<file path="config.mk">
export PLATFORM = sky130hd
export DESIGN_NAME = csa_accum_ctrl
export DESIGN_NICKNAME = d
export VERILOG_FILES = /design/src/rtl/csa_ctrl_pkg.sv /design/src/rtl/csa_3to2.sv /design/src/rtl/csa_accum_ctrl.sv
export SDC_FILE = /design/constraint.sdc
export NUM_CORES = 1
export LEC_CHECK = 0
export BUFFER_PORTS_ARGS = -buffer_cell sky130_fd_sc_hd__buf_4
export CORE_UTILIZATION = 53
export CTS_CLUSTER_SIZE = 8
export DETAILED_ROUTE_END_ITERATION = 16
export PLACE_DENSITY = 0.76
export REMOVE_ABC_BUFFERS = 1
export SYNTH_ARGS = -nofsm -noshare
export SYNTH_HDL_FRONTEND = slang
export SYNTH_SLANG_ARGS = --single-unit
</file>
<file path="constraint.sdc">
create_clock -name clk -period 2.3 [get_ports clk]
set_input_delay 0.115 -clock clk [delete_from_list [all_inputs] [get_ports clk]]
set_output_delay 0.115 -clock clk [all_outputs]
set_load 0.02 [all_outputs]
</file>
<file path="src/rtl/csa_ctrl_pkg.sv">
// ----------------------------------------------------------------------------
// csa_ctrl_pkg
//   Shared types and constants for the carry-save accumulator controller.
//   - csa_state_t : sequencer states
//   - CSA_W_DEF / CSA_MAX_OPS_DEF : default operand width and burst length
//   - cnt_width() : width of an operand counter able to hold max_ops
//   - acc_width() : accumulator width; widened when CSA_OVF_EN is defined
//                   so the true sum never wraps inside the accumulator
// Configuration macro: CSA_OVF_EN
// ----------------------------------------------------------------------------
package csa_ctrl_pkg;

    typedef enum logic [1:0] {IDLE, ACCUM, RESOLVE, DONE} csa_state_t;

    localparam int CSA_W_DEF       = 32;
    localparam int CSA_MAX_OPS_DEF = 16;

    function automatic int cnt_width(input int max_ops);
        return $clog2(max_ops + 1);
    endfunction

    function automatic int acc_width(input int w, input int max_ops);
`ifdef CSA_OVF_EN
        return w + $clog2(max_ops);
`else
        return w;
`endif
    endfunction

endpackage

</file>
<file path="src/rtl/csa_3to2.sv">
// ----------------------------------------------------------------------------
// csa_3to2
//   Combinational N-bit 3:2 compressor (carry-save adder row).
//   Ports:
//     a, b, c : in  [N-1:0] three addends
//     s       : out [N-1:0] bitwise sum a^b^c
//     cy      : out [N-1:0] majority carries shifted left by one; the carry
//                           out of bit N-1 is dropped (result mod 2^N)
//   Requires N >= 2.
// ----------------------------------------------------------------------------
module csa_3to2 #(
    parameter int N = 32
) (
    input  logic [N-1:0] a,
    input  logic [N-1:0] b,
    input  logic [N-1:0] c,
    output logic [N-1:0] s,
    output logic [N-1:0] cy
);

    // Only the low N-1 majority bits survive the shift, so the top one is
    // never formed.
    logic [N-2:0] w_maj;

    assign w_maj = (a[N-2:0] & b[N-2:0])
                 | (a[N-2:0] & c[N-2:0])
                 | (b[N-2:0] & c[N-2:0]);

    assign s  = a ^ b ^ c;
    assign cy = {w_maj, 1'b0};

endmodule

</file>
<file path="src/rtl/csa_accum_ctrl.sv">
// ----------------------------------------------------------------------------
// csa_accum_ctrl
//   Accepts a burst of unsigned W-bit operands on a valid/ready stream, folds
//   each one into a redundant (sum, carry) accumulator through a 3:2
//   compressor, resolves the accumulator with one carry-propagate add at the
//   end of the burst and holds the result until the consumer takes it.
//   Reaching MAX_OPS operands ends the burst as if in_last had been set.
//   Ports:
//     clk       : in       clock, all state on the rising edge
//     rst       : in       synchronous active-high reset
//     in_valid  : in       operand beat valid
//     in_ready  : out      beat can be accepted (IDLE/ACCUM and no abort)
//     in_data   : in  [W]  operand
//     in_last   : in       beat closes the burst
//     abort     : in       discard the partial burst (IDLE/ACCUM only)
//     out_valid : out      result valid
//     out_ready : in       consumer takes the result
//     out_data  : out [W]  burst sum mod 2^W
//     out_cnt   : out [CW] operands in the burst
//     out_ovf   : out      true sum needed more than W bits
//   Configuration macro: CSA_OVF_EN -- widens the accumulator and drives
//   out_ovf; when undefined out_ovf is constant 0.
// ----------------------------------------------------------------------------
module csa_accum_ctrl
    import csa_ctrl_pkg::*;
#(
    parameter  int W       = CSA_W_DEF,
    parameter  int MAX_OPS = CSA_MAX_OPS_DEF,
    localparam int CW      = cnt_width(MAX_OPS)
) (
    input  logic          clk,
    input  logic          rst,
    input  logic          in_valid,
    output logic          in_ready,
    input  logic [W-1:0]  in_data,
    input  logic          in_last,
    input  logic          abort,
    output logic          out_valid,
    input  logic          out_ready,
    output logic [W-1:0]  out_data,
    output logic [CW-1:0] out_cnt,
    output logic          out_ovf
);

    localparam int AW = acc_width(W, MAX_OPS);

    csa_state_t    r_state;
    csa_state_t    w_next_state;
    logic [AW-1:0] r_sum;
    logic [AW-1:0] r_carry;
    logic [CW-1:0] r_op_cnt;
    logic          r_out_valid;
    logic [W-1:0]  r_out_data;
    logic [CW-1:0] r_out_cnt;

    logic [AW-1:0] w_in_ext;
    logic [AW-1:0] w_csa_s;
    logic [AW-1:0] w_csa_cy;
    logic [AW-1:0] w_final;
    logic          w_accept;
    logic          w_last;

    assign in_ready = ((r_state == IDLE) || (r_state == ACCUM)) && !abort;
    assign w_accept = in_valid && in_ready;
    // Hitting the operand limit closes the burst exactly like in_last.
    assign w_last   = in_last || ((r_op_cnt + CW'(1)) == CW'(MAX_OPS));
    assign w_in_ext = AW'(in_data);
    assign w_final  = r_sum + r_carry;

    csa_3to2 #(.N(AW)) u_csa (
        .a  (r_sum),
        .b  (r_carry),
        .c  (w_in_ext),
        .s  (w_csa_s),
        .cy (w_csa_cy)
    );

    // NOTE: every combinational output gets a default before the case so no
    // path through the block leaves it unassigned (which would infer a latch).
    always_comb begin
        w_next_state = r_state;
        case (r_state)
            IDLE, ACCUM: begin
                if (abort)
                    w_next_state = IDLE;
                else if (w_accept)
                    w_next_state = w_last ? RESOLVE : ACCUM;
            end
            RESOLVE: w_next_state = DONE;
            DONE: begin
                if (out_ready)
                    w_next_state = IDLE;
            end
            default: w_next_state = IDLE;
        endcase
    end

    // NOTE: sequential state uses non-blocking assignments so every register
    // samples pre-edge values regardless of statement order.
    always_ff @(posedge clk) begin
        if (rst)
            r_state <= IDLE;
        else
            r_state <= w_next_state;
    end

    // Result registers are reset too: out_data/out_cnt must read 0 until the
    // first result, not whatever the flops powered up with.
    always_ff @(posedge clk) begin
        if (rst) begin
            r_sum       <= '0;
            r_carry     <= '0;
            r_op_cnt    <= '0;
            r_out_valid <= 1'b0;
            r_out_data  <= '0;
            r_out_cnt   <= '0;
        end else begin
            case (r_state)
                IDLE, ACCUM: begin
                    if (abort) begin
                        r_sum    <= '0;
                        r_carry  <= '0;
                        r_op_cnt <= '0;
                    end else if (w_accept) begin
                        if (r_state == IDLE) begin
                            r_sum   <= w_in_ext;
                            r_carry <= '0;
                        end else begin
                            r_sum   <= w_csa_s;
                            r_carry <= w_csa_cy;
                        end
                        r_op_cnt <= r_op_cnt + CW'(1);
                    end
                end
                RESOLVE: begin
                    r_out_data  <= w_final[W-1:0];
                    r_out_cnt   <= r_op_cnt;
                    r_out_valid <= 1'b1;
                end
                DONE: begin
                    if (out_ready) begin
                        r_out_valid <= 1'b0;
                        r_sum       <= '0;
                        r_carry     <= '0;
                        r_op_cnt    <= '0;
                    end
                end
                default: ;
            endcase
        end
    end

`ifdef CSA_OVF_EN
    logic r_out_ovf;

    // Any bit above W in the widened sum means the true total did not fit.
    always_ff @(posedge clk) begin
        if (rst)
            r_out_ovf <= 1'b0;
        else if (r_state == RESOLVE)
            r_out_ovf <= |w_final[AW-1:W];
    end

    assign out_ovf = r_out_ovf;
`else
    assign out_ovf = 1'b0;
`endif

    assign out_valid = r_out_valid;
    assign out_data  = r_out_data;
    assign out_cnt   = r_out_cnt;

endmodule

</file>
==> results of run 1 <==
==> synth_stat cells, drive strengths merged (2+ instances only) <==
master   number  area, sq um
nor3b         2         15.0
buf           6         30.0
or2           3         18.8
o21ai        30          158
inv          40          150
nand3        19         95.1
xnor2         6         52.6
and2          4         27.5
o2111ai       2         17.5
a211oi        3         27.5
nor3         17         85.1
dfxtp       108         2160
or4           3         23.8
and3          4         26.3
nand2b        3         18.8
a31oi         6         37.5
nor2b         3         18.8
a22oi        25          188
a41oi         2         17.5
a221o         2         20.0
and4          2         17.5
o21bai        3         22.5
a31o          2         17.5
a21boi        2         15.0
o21a          5         37.5
nand4        10         62.6
a211o         2         17.5
o22ai         2         12.5
nor2         99          372
a21oi       125          629
nor4          3         18.8
o31ai         5         51.3
fa           31          621
a32oi         2         17.5
ha           32          400
clkbuf       47          179
xor2         10         87.6
nand2       130          488
o211ai       13          108
mux2i         3         30.0
a21o          9         68.8
or3           2         12.5
==> cell families after synthesis <==
kind of cell | after synthesis | share of synthesized area, %
mux | 4 | 0.627
simple gates | 306 | 20.0
fa+ha+maj | 63 | 15.5
buf+inv | 93 | 5.45
other cells | 1 | 0.0569
flops | 108 | 32.8
compound gates | 247 | 23.5
xor+xnor | 16 | 2.13
==> power by group <==
part | total [uW] | leakage (uW) | internal [uW] | switching, uW
registers | 1960 | 0.000878 | 1910 | 45.7
logic | 644 | 0.00238 | 236 | 408
clock network | 1400 | 0.000120 | 742 | 659
==> state kept, by name, indices dropped and copies added, names as in the netlist <==
name	cells
out_data	32
r_state	2
out_valid	1
r_op_cnt	5
r_carry	31
r_sum	32
out_cnt	5
==> per-stage QoR <==
| step | total power (uW) | utilization (%) | instance area [sq um] |
|---|---|---|---|
| 3_5_place_dp | 2620 | 62.9 | 7580 |
| 5_1_grt | 4170 | 68.2 | 8220 |
| 6_report | 4000 | 68.2 | 8220 |
| 2_1_floorplan | 2320 | - | 6380 |
| 4_1_cts | 4000 | 66.0 | 7970 |
| 3_3_place_gp | 2590 | 62.9 | 7580 |
==> cell type report <==
type	instances	area (sq um)	share of cell area, %
Tap cell	168	210	2.56
Inverter	40	150	1.83
Sequential cell	108	2170	26.4
Clock buffer	12	246	3.00
Multi-Input combinational cell	637	4330	52.7
Timing Repair Buffer	142	1110	13.5
==> repair_timing <==
action / CTS / global route
pin swaps: 14 / 16
buffers inserted: 5 / 9
cloned: 0 / 0
resized for setup: 22 / 43
setup endpoints to repair: 10 / 20
==> routing by layer <==
| layer | share of wire, % | routed length [um] |
|---|---|---|
| met4 | 2.7 | 521 |
| met5 | 0 | 0 |
| met2 | 47 | 8920 |
| met1 | 44 | 8480 |
| met3 | 6.2 | 1180 |
==> tightest hold or removal path, cell delays in order <==
cell	delay [ns]
buf_4	0.10
nor4_1	0.04
nor3_1	0.11
==> worst paths after layout <==
path	to	slack (ns)	depth (start not counted)
max	out_data[27]	-0.11	11
min	r_state[0]	0.07	3
max reg2reg	out_data[27]	-0.11	11
min reg2reg	out_data[7]	0.45	2
==> impl_metrics.ini, run 1 <==
[routing]
dr.first_iter.drc_count = 535
antenna_violating_nets_post_route = 0
detail_route.drc_violations = 0
firstDrtPassIters = 6
post_drt_via_cell_ratio = 5.89
wl_um = 19100
vias = 6521
wl_per_cell_um = 17.2

[clock_tree]
path_clk_slew_ns = 0.07
cts_max_level = 3
cts_root_buf = clkbuf_16
cts_buffer_depth = 2
cts.hold.buffers_added = 0
numCtsBuffers = 9
clk_latency_ns = 0.35
cts_sinks = 108
cts_tree = done

[global_route]
first_global_vias = 6142
grt_start_max_net_pins = 86
grt_overflow_total = 0
grt_met2_use_pct = 48.7
grt_busiest_layer = met2
use_met3_pct = 5.21
first_pass_grt_wire_length_um = 30400
grt_util_all_layers_pct = 30.1
globalRouteMet1Util_pct = 40.0
antenna_found_initial = 0

[sta]
totalNegativeSetupSlack_ns = -0.302
timing.fmax_mhz = 416
report.final.slew_viol_count = 0
finalSetupViolations = 5
final.setup_skew_ns = 0.00776
tightest_slew_ns = 0.536
worst_hold_slack_ns = 0.0662
finalHoldViolCount = 0
slew-limit-headroom_pct = 64.1
fin_crit_ns = 2.41
final_critical_path_setup_slack_ns = -0.105
min_period_over_period_pct = 105
rsz0062_at_grt = true

[critical_path]
timing.setup.critical_path_class = reg2reg
timing.critical_path.fanout_max = 3
timing.critical_path.to_type = flip-flop
r2r-start = r_sum[1]
critPathTopFamily = compound AO/OA/AOI/OAI gates
startpoint = r_sum[1]
crit_chain = ha_4, inv_2, fa_2, nor2b_4, o31ai_2, a31o_2, a2111oi_4, buf_4, o211ai_2, mux2_2, o22ai_1
cp_max_delay_cell = fa_2
worst_ep_arrival_time_ns = 2.69
critical_path.max_stage_delay_ns = 0.36
worst_setup_path_start_kind = flip-flop
cp_num_buf_inv = 2
required_ns = 2.58

[cells_and_area]
layout_common_cells = 134 x buf_4, 130 x nand2_1, 118 x a21oi_1
fillCellCount = 1009
post_layout_nonfiller_instances = 1107
layout.nets = 1039
post_route_cells_drive_above_1_share_pct = 22.4
antenna_diode_count = 0
layout.cells.most_common = buf_4
area_growth_pct = 24.8

[placed_design]
port_buffers = 76
placement.setup.worst_slack_ns = -0.185
dp.cells = 1081
detailed_place_hpwl_um = 13300
finalWeightedCongestion = 0.909

[logic_synthesis]
ys_async_sr_fraction_pct = 0
synth_sequential_area_ratio_pct = 32.8
cell_area_synth_sq_um = 6590
synthDistinctLibCells = 66
synthCells = 838
synth_seq_cells = 108
synth-edff-count = 0
yosysWarningCount = 0
ys_dominant_reg_cell = dfxtp_1
post_synth.cell_area_avg_sq_um = 7.86

[run_status]
run_status = finished with violations
violations = negative setup slack

[floorplanning]
core_sq_um = 12100
io_pins = 78
start_util_pct = 54.6
die_h_um = 114
dieArea_sq_um = 12900
placement_rows = 40
fp.dieW_um = 114

[worst_hold_path]
hold_class = in2reg
hold_path_startpoint = in_valid

[pwr]
leakage_uw = 0.00338
ir_worst_vdd_mv = 0.281
p_per_area_nw_per_um2 = 487

[flow_run]
cap_viol_max_count = 0
No activity file was read; power rests on OpenSTA's default activity.
==> run 2, diff against run 1 <==
--- a/config.mk
+++ b/config.mk
@@ -11,6 +11,7 @@
 export DETAILED_ROUTE_END_ITERATION = 16
 export PLACE_DENSITY = 0.76
 export REMOVE_ABC_BUFFERS = 1
+export SLEW_MARGIN = 40
 export SYNTH_ARGS = -nofsm -noshare
 export SYNTH_HDL_FRONTEND = slang
 export SYNTH_SLANG_ARGS = --single-unit
==> constraint.sdc (replaced) <==
create_clock -name clk -period 2.3 [get_ports clk]
set_input_delay 0.46 -clock clk [delete_from_list [all_inputs] [get_ports clk]]
set_output_delay 0.46 -clock clk [all_outputs]
set_load 0.02 [all_outputs]
==> impl_metrics.ini, run 2 (synthesized netlist as in run 1, its figures left out) <==
[critical_path]
timing.critical_path.to_type = flip-flop
timing.critical_path.fanout_max = 4
critPathTopFamily = compound AO/OA/AOI/OAI gates
crit_chain = ha_4, inv_2, fa_2, nor2b_4, o31ai_2, a31o_2, a2111oi_4, o211ai_2, mux2_2, o22ai_1
worst_ep_arrival_time_ns = 2.65
cp_num_buf_inv = 1
critical_path_depth = 10
critical_path.max_stage_delay_ns = 0.42
worst_setup_path_start_kind = flip-flop
timing.setup.critical_path_class = reg2reg
timing.reg2reg.worst_path_depth = 10
required_ns = 2.59
cp_max_delay_cell = a2111oi_4

[global_route]
grt_util_all_layers_pct = 29.1
antenna_found_initial = 0
grt_start_max_net_pins = 84
first_pass_grt_wire_length_um = 29600
first_global_vias = 5959
grt_overflow_total = 0

[floorplanning]
start_util_pct = 54.6
placement_rows = 40
die_h_um = 114
fp.dieW_um = 114
io_pins = 78
dieArea_sq_um = 12900
core_sq_um = 12100

[clock_tree]
clk_latency_ns = 0.36
cts_buffer_depth = 2
cts_max_level = 3
cts_root_buf = clkbuf_16
path_clk_slew_ns = 0.07
cts_sinks = 108
numCtsBuffers = 9
cts.hold.buffers_added = 0
cts_tree = done

[sta]
final.setup_skew_ns = 0.00729
fin_crit_ns = 2.36
tightest_slew_ns = 0.621
totalNegativeSetupSlack_ns = -0.101
worst_hold_slack_ns = 0.416
min_period_over_period_pct = 103
report.final.slew_viol_count = 0
slew-limit-headroom_pct = 58.5
finalSetupViolations = 3
timing.fmax_mhz = 424
finalHoldViolCount = 0
final_critical_path_setup_slack_ns = -0.0605
rsz0062_at_grt = true

[routing]
antenna_violating_nets_post_route = 0
wl_per_cell_um = 16.9
wl_met3_um = 1060
dr.first_iter.drc_count = 672
post_drt_via_cell_ratio = 5.84
wl_um = 18600
vias = 6446
detail_route.drc_violations = 0
wl_met2_um = 8690
top_layer = met4
wl_met1_um = 8500
firstDrtPassIters = 6

[cells_and_area]
layout_common_cells = 132 x buf_4, 130 x nand2_1, 120 x a21oi_1
area_growth_pct = 23.4
post_layout_nonfiller_instances = 1103
layout.cells.most_common = buf_4
post_route_cells_drive_above_1_share_pct = 21.6
antenna_diode_count = 0
layout.nets = 1031

[placed_design]
detailed_place_hpwl_um = 13000
placement.setup.worst_slack_ns = -0.240
dp.cells = 1082
finalWeightedCongestion = 0.916
port_buffers = 76

[pwr]
leakage_uw = 0.00336
ir_worst_vdd_mv = 0.331
p_per_area_nw_per_um2 = 516

[worst_hold_path]
worstHoldPathCells = 3
hold_class = in2reg

[run_status]
run_status = finished with violations
violations = negative setup slack

[flow_run]
cap_viol_max_count = 0
-- run 2: area by class of cell --
type	instances	area (sq um)
fill	1014	3930
timing repair buffer	134	1030
inverter	40	150
tap	168	210
clock buffer	10	239
multi-input combinational	637	4270
clock inverter	6	63.8
sequential	108	2170
-- run 2: path summary, 6_finish.rpt --
| kind | startpoint | end | slack [ns] |
|---|---|---|---|
| worst max-delay path | r_sum[1] | out_data[27] | -0.06 |
| worst min-delay path | in_valid | r_state[0] | 0.42 |
| worst max register to register | r_sum[1] | out_data[27] | -0.06 |
| worst min register to register | out_data[7] | out_data[7] | 0.45 |
-- run 2: routing by layer --
metal	GRT usage, %	up-vias
met1	40.4	3121
met4	10.4	0
met2	45.8	204
li1	-	3096
met5	0	-
met3	4.89	25
-- run 2: metrics by stage --
step	instance area [sq um]	util, %	power [uW]
finish	8130	67.4	4190
global route	8130	67.4	4370
CTS	7970	66.1	4210
detailed placement	7590	62.9	2620
global placement	7590	62.9	2590
floorplan	6380	-	2320
-- run 2: where the power goes --
part	leakage (uW)	switching (uW)	total [uW]	internal (uW)
registers	0.000876	45.1	1960	1910
clock network	0.000144	726	1600	872
logic	0.00234	404	638	233
-- run 2: repair_timing --
action | CTS | global route
pin swaps | 14 | 19
setup buffers | 3 | 2
gates resized for setup | 16 | 30
endpoints found under the setup margin | 8 | 20
endpoints found under the hold margin | 0 | 0
-- run 2: tightest hold or removal path, delay by kind of cell --
family,cells,cell delay (ns)
buffers and inverters,1,0.10
and+or+nand+nor,2,0.17
==> run 3, diff against run 2 <==
--- a/config.mk
+++ b/config.mk
@@ -14,4 +14,5 @@
 export SLEW_MARGIN = 40
 export SYNTH_ARGS = -nofsm -noshare
 export SYNTH_HDL_FRONTEND = slang
+export SYNTH_HIERARCHICAL = 1
 export SYNTH_SLANG_ARGS = --single-unit
==> impl_metrics.ini, run 3 <==
[clock_tree]
cts_tree = done
path_clk_slew_ns = 0.07
cts_max_level = 3
cts_buffer_depth = 2
numCtsBuffers = 9
clk_latency_ns = 0.36
cts_sinks = 109
cts_root_buf = clkbuf_16

[pwr]
ir_worst_vdd_mv = 0.499
leakage_uw = 0.00334
total_power_uw = 4210
p_per_area_nw_per_um2 = 530

[logic_synthesis]
post_synth.cell_area_avg_sq_um = 7.90
cell_area_synth_sq_um = 6600
synthCells = 836
synthDistinctLibCells = 60
synth_sequential_area_ratio_pct = 33.0
yosysWarningCount = 6
synth.top_cell.area_share_pct = 33.0
cell_with_the_most_instances_after_synthesis = nand2_1
synth.area.top_cells = dfxtp_1 33%, a21oi_1 10%, fa_1 9.7%
ys_top_cells_by_count = 146 x nand2_1, 135 x a21oi_1, 109 x dfxtp_1, 106 x nor2_1, 41 x clkbuf_1
synth_seq_cells = 109
synth.largest_area_cell = dfxtp_1
synth-edff-count = 0
ys_dominant_reg_cell = dfxtp_1
ys_async_sr_fraction_pct = 0

[sta]
rsz0062_at_grt = true
tightest_slew_ns = 0.577
fin_crit_ns = 2.24
slew-limit-headroom_pct = 61.5
totalNegativeSetupSlack_ns = 0
timing.fmax_mhz = 447
finalHoldViolCount = 0
final.setup_skew_ns = 0.00987
report.final.slew_viol_count = 0
min_period_over_period_pct = 97.2
finalSetupViolations = 0

[routing]
dr.first_iter.drc_count = 445
post_drt_via_cell_ratio = 5.91
wl_um = 17800
firstDrtPassIters = 6
detail_route.drc_violations = 0
vias = 6393
antenna_violating_nets_post_route = 0
wl_per_cell_um = 16.5

[cells_and_area]
layout.cells.most_common = nand2_1
antenna_diode_count = 0
post_layout_nonfiller_instances = 1082
layout.nets = 1011
area_growth_pct = 20.2
stdcell_area_sq_um = 7940
finish.utilization_pct = 65.8
fillCellCount = 1016
layout_common_cells = 146 x nand2_1, 129 x a21oi_1, 115 x buf_4
post_route_cells_drive_above_1_share_pct = 19.3

[critical_path]
timing.critical_path.fanout_max = 5
worst_ep_arrival_time_ns = 2.53
reg_to_reg_setup_timing_slack_ns = 0.06
timing.critical_path.to_type = flip-flop
timing.setup.critical_path_class = reg2reg
critical_path.reg2reg.endpoint = out_data[26]
worst_setup_path_start_kind = flip-flop
timing.reg2reg.worst_path_depth = 8
r2r-start = r_sum[3]
required_ns = 2.60

[worst_hold_path]
worstHoldEndpoint = r_state[0]
worstHoldPathCells = 3
hold_class = in2reg
hold_path_startpoint = in_valid

[global_route]
first_pass_grt_wire_length_um = 28900
grt_overflow_total = 0
grt_util_all_layers_pct = 28.2
antenna_found_initial = 0
grt_start_max_net_pins = 83
first_global_vias = 6032

[floorplanning]
dieArea_sq_um = 12900
start_util_pct = 54.8
core_sq_um = 12100
placement_rows = 40
io_pins = 78
fp.dieW_um = 114
die_h_um = 114

[run_status]
run_status = completed

[placed_design]
dp.cells = 1062
finalWeightedCongestion = 0.947
instance_area_at_placement_sq_um = 7480
detailed_place_hpwl_um = 12900
port_buffers = 76

[flow_run]
cap_viol_max_count = 0
-- run 3: kinds of logic after synthesis --
family / after synthesis / share of synthesized area (%)
multiplexers: 4 / 0.625
AO/OA/AOI/OAI: 256 / 23.4
AND/OR/NAND/NOR: 313 / 19.8
other: 2 / 0.114
buffers and inverters: 66 / 4.13
flip-flops: 109 / 33.0
adder cells (fa/ha/maj): 64 / 15.8
XOR/XNOR: 22 / 3.15
-- run 3: layout make-up --
| class | count | area [sq um] | area share (%) |
|---|---|---|---|
| Multi-Input combinational cell | 661 | 4280 | 53.9 |
| Sequential cell | 109 | 2180 | 27.5 |
| Timing Repair Buffer | 118 | 923 | 11.6 |
| Clock buffer | 10 | 239 | 3.01 |
| Tap cell | 168 | 210 | 2.65 |
| Clock inverter | 6 | 68.8 | 0.867 |
| Inverter | 10 | 37.5 | 0.473 |
-- run 3: how the worst max path moves through the flow --
stage / startpoint / end / slack, ns / depth (start not counted)
global placement: r_sum[0] / out_data[24] / -0.04 / 9
detailed placement: r_sum[0] / out_data[24] / -0.07 / 9
floorplan: abort / r_carry[10] / -0.64 / 5
finish: r_sum[3] / out_data[26] / 0.06 / 8
global route: r_sum[0] / out_data[26] / -0.04 / 9
CTS: r_sum[17] / out_data[24] / 0.008 / 8
-- run 3: critical path: stages (launching register included) --
cell	delay [ns]
dfxtp_1	0.36
ha_1	0.39
nand3_1	0.12
o221ai_2	0.24
a21oi_4	0.12
o21ai_2	0.20
a22oi_2	0.13
or4_1	0.52
nand3_1	0.09
-- run 3: repair_timing --
action	CTS	global route
pin swaps	2	7
setup endpoints to repair	7	17
resized for setup	4	28
buffers inserted	1	3
hold buffers	0	0
-- run 3: power breakdown --
part | switching (uW) | internal [uW] | total [uW] | leakage (uW)
logic | 374 | 227 | 601 | 0.00231
registers | 47.2 | 1930 | 1970 | 0.000881
clock network | 750 | 885 | 1640 | 0.000150
-- run 3: stage by stage --
step                worst slack (ns)  hold WS [ns]
floorplan                     -0.644         0.456
global placement             -0.0377         0.443
detailed placement           -0.0689         0.449
CTS                          0.00756         0.389
global route                 -0.0379         0.401
finish                        0.0645         0.400
-- run 3: per-layer routing --
| metal | wire, um | track usage, % |
|---|---|---|
| met1 | 7790 | 36.1 |
| met2 | 8750 | 47.8 |
| met3 | 942 | 4.94 |
| met4 | 350 | 9.74 |
| met5 | 0 | 0 |
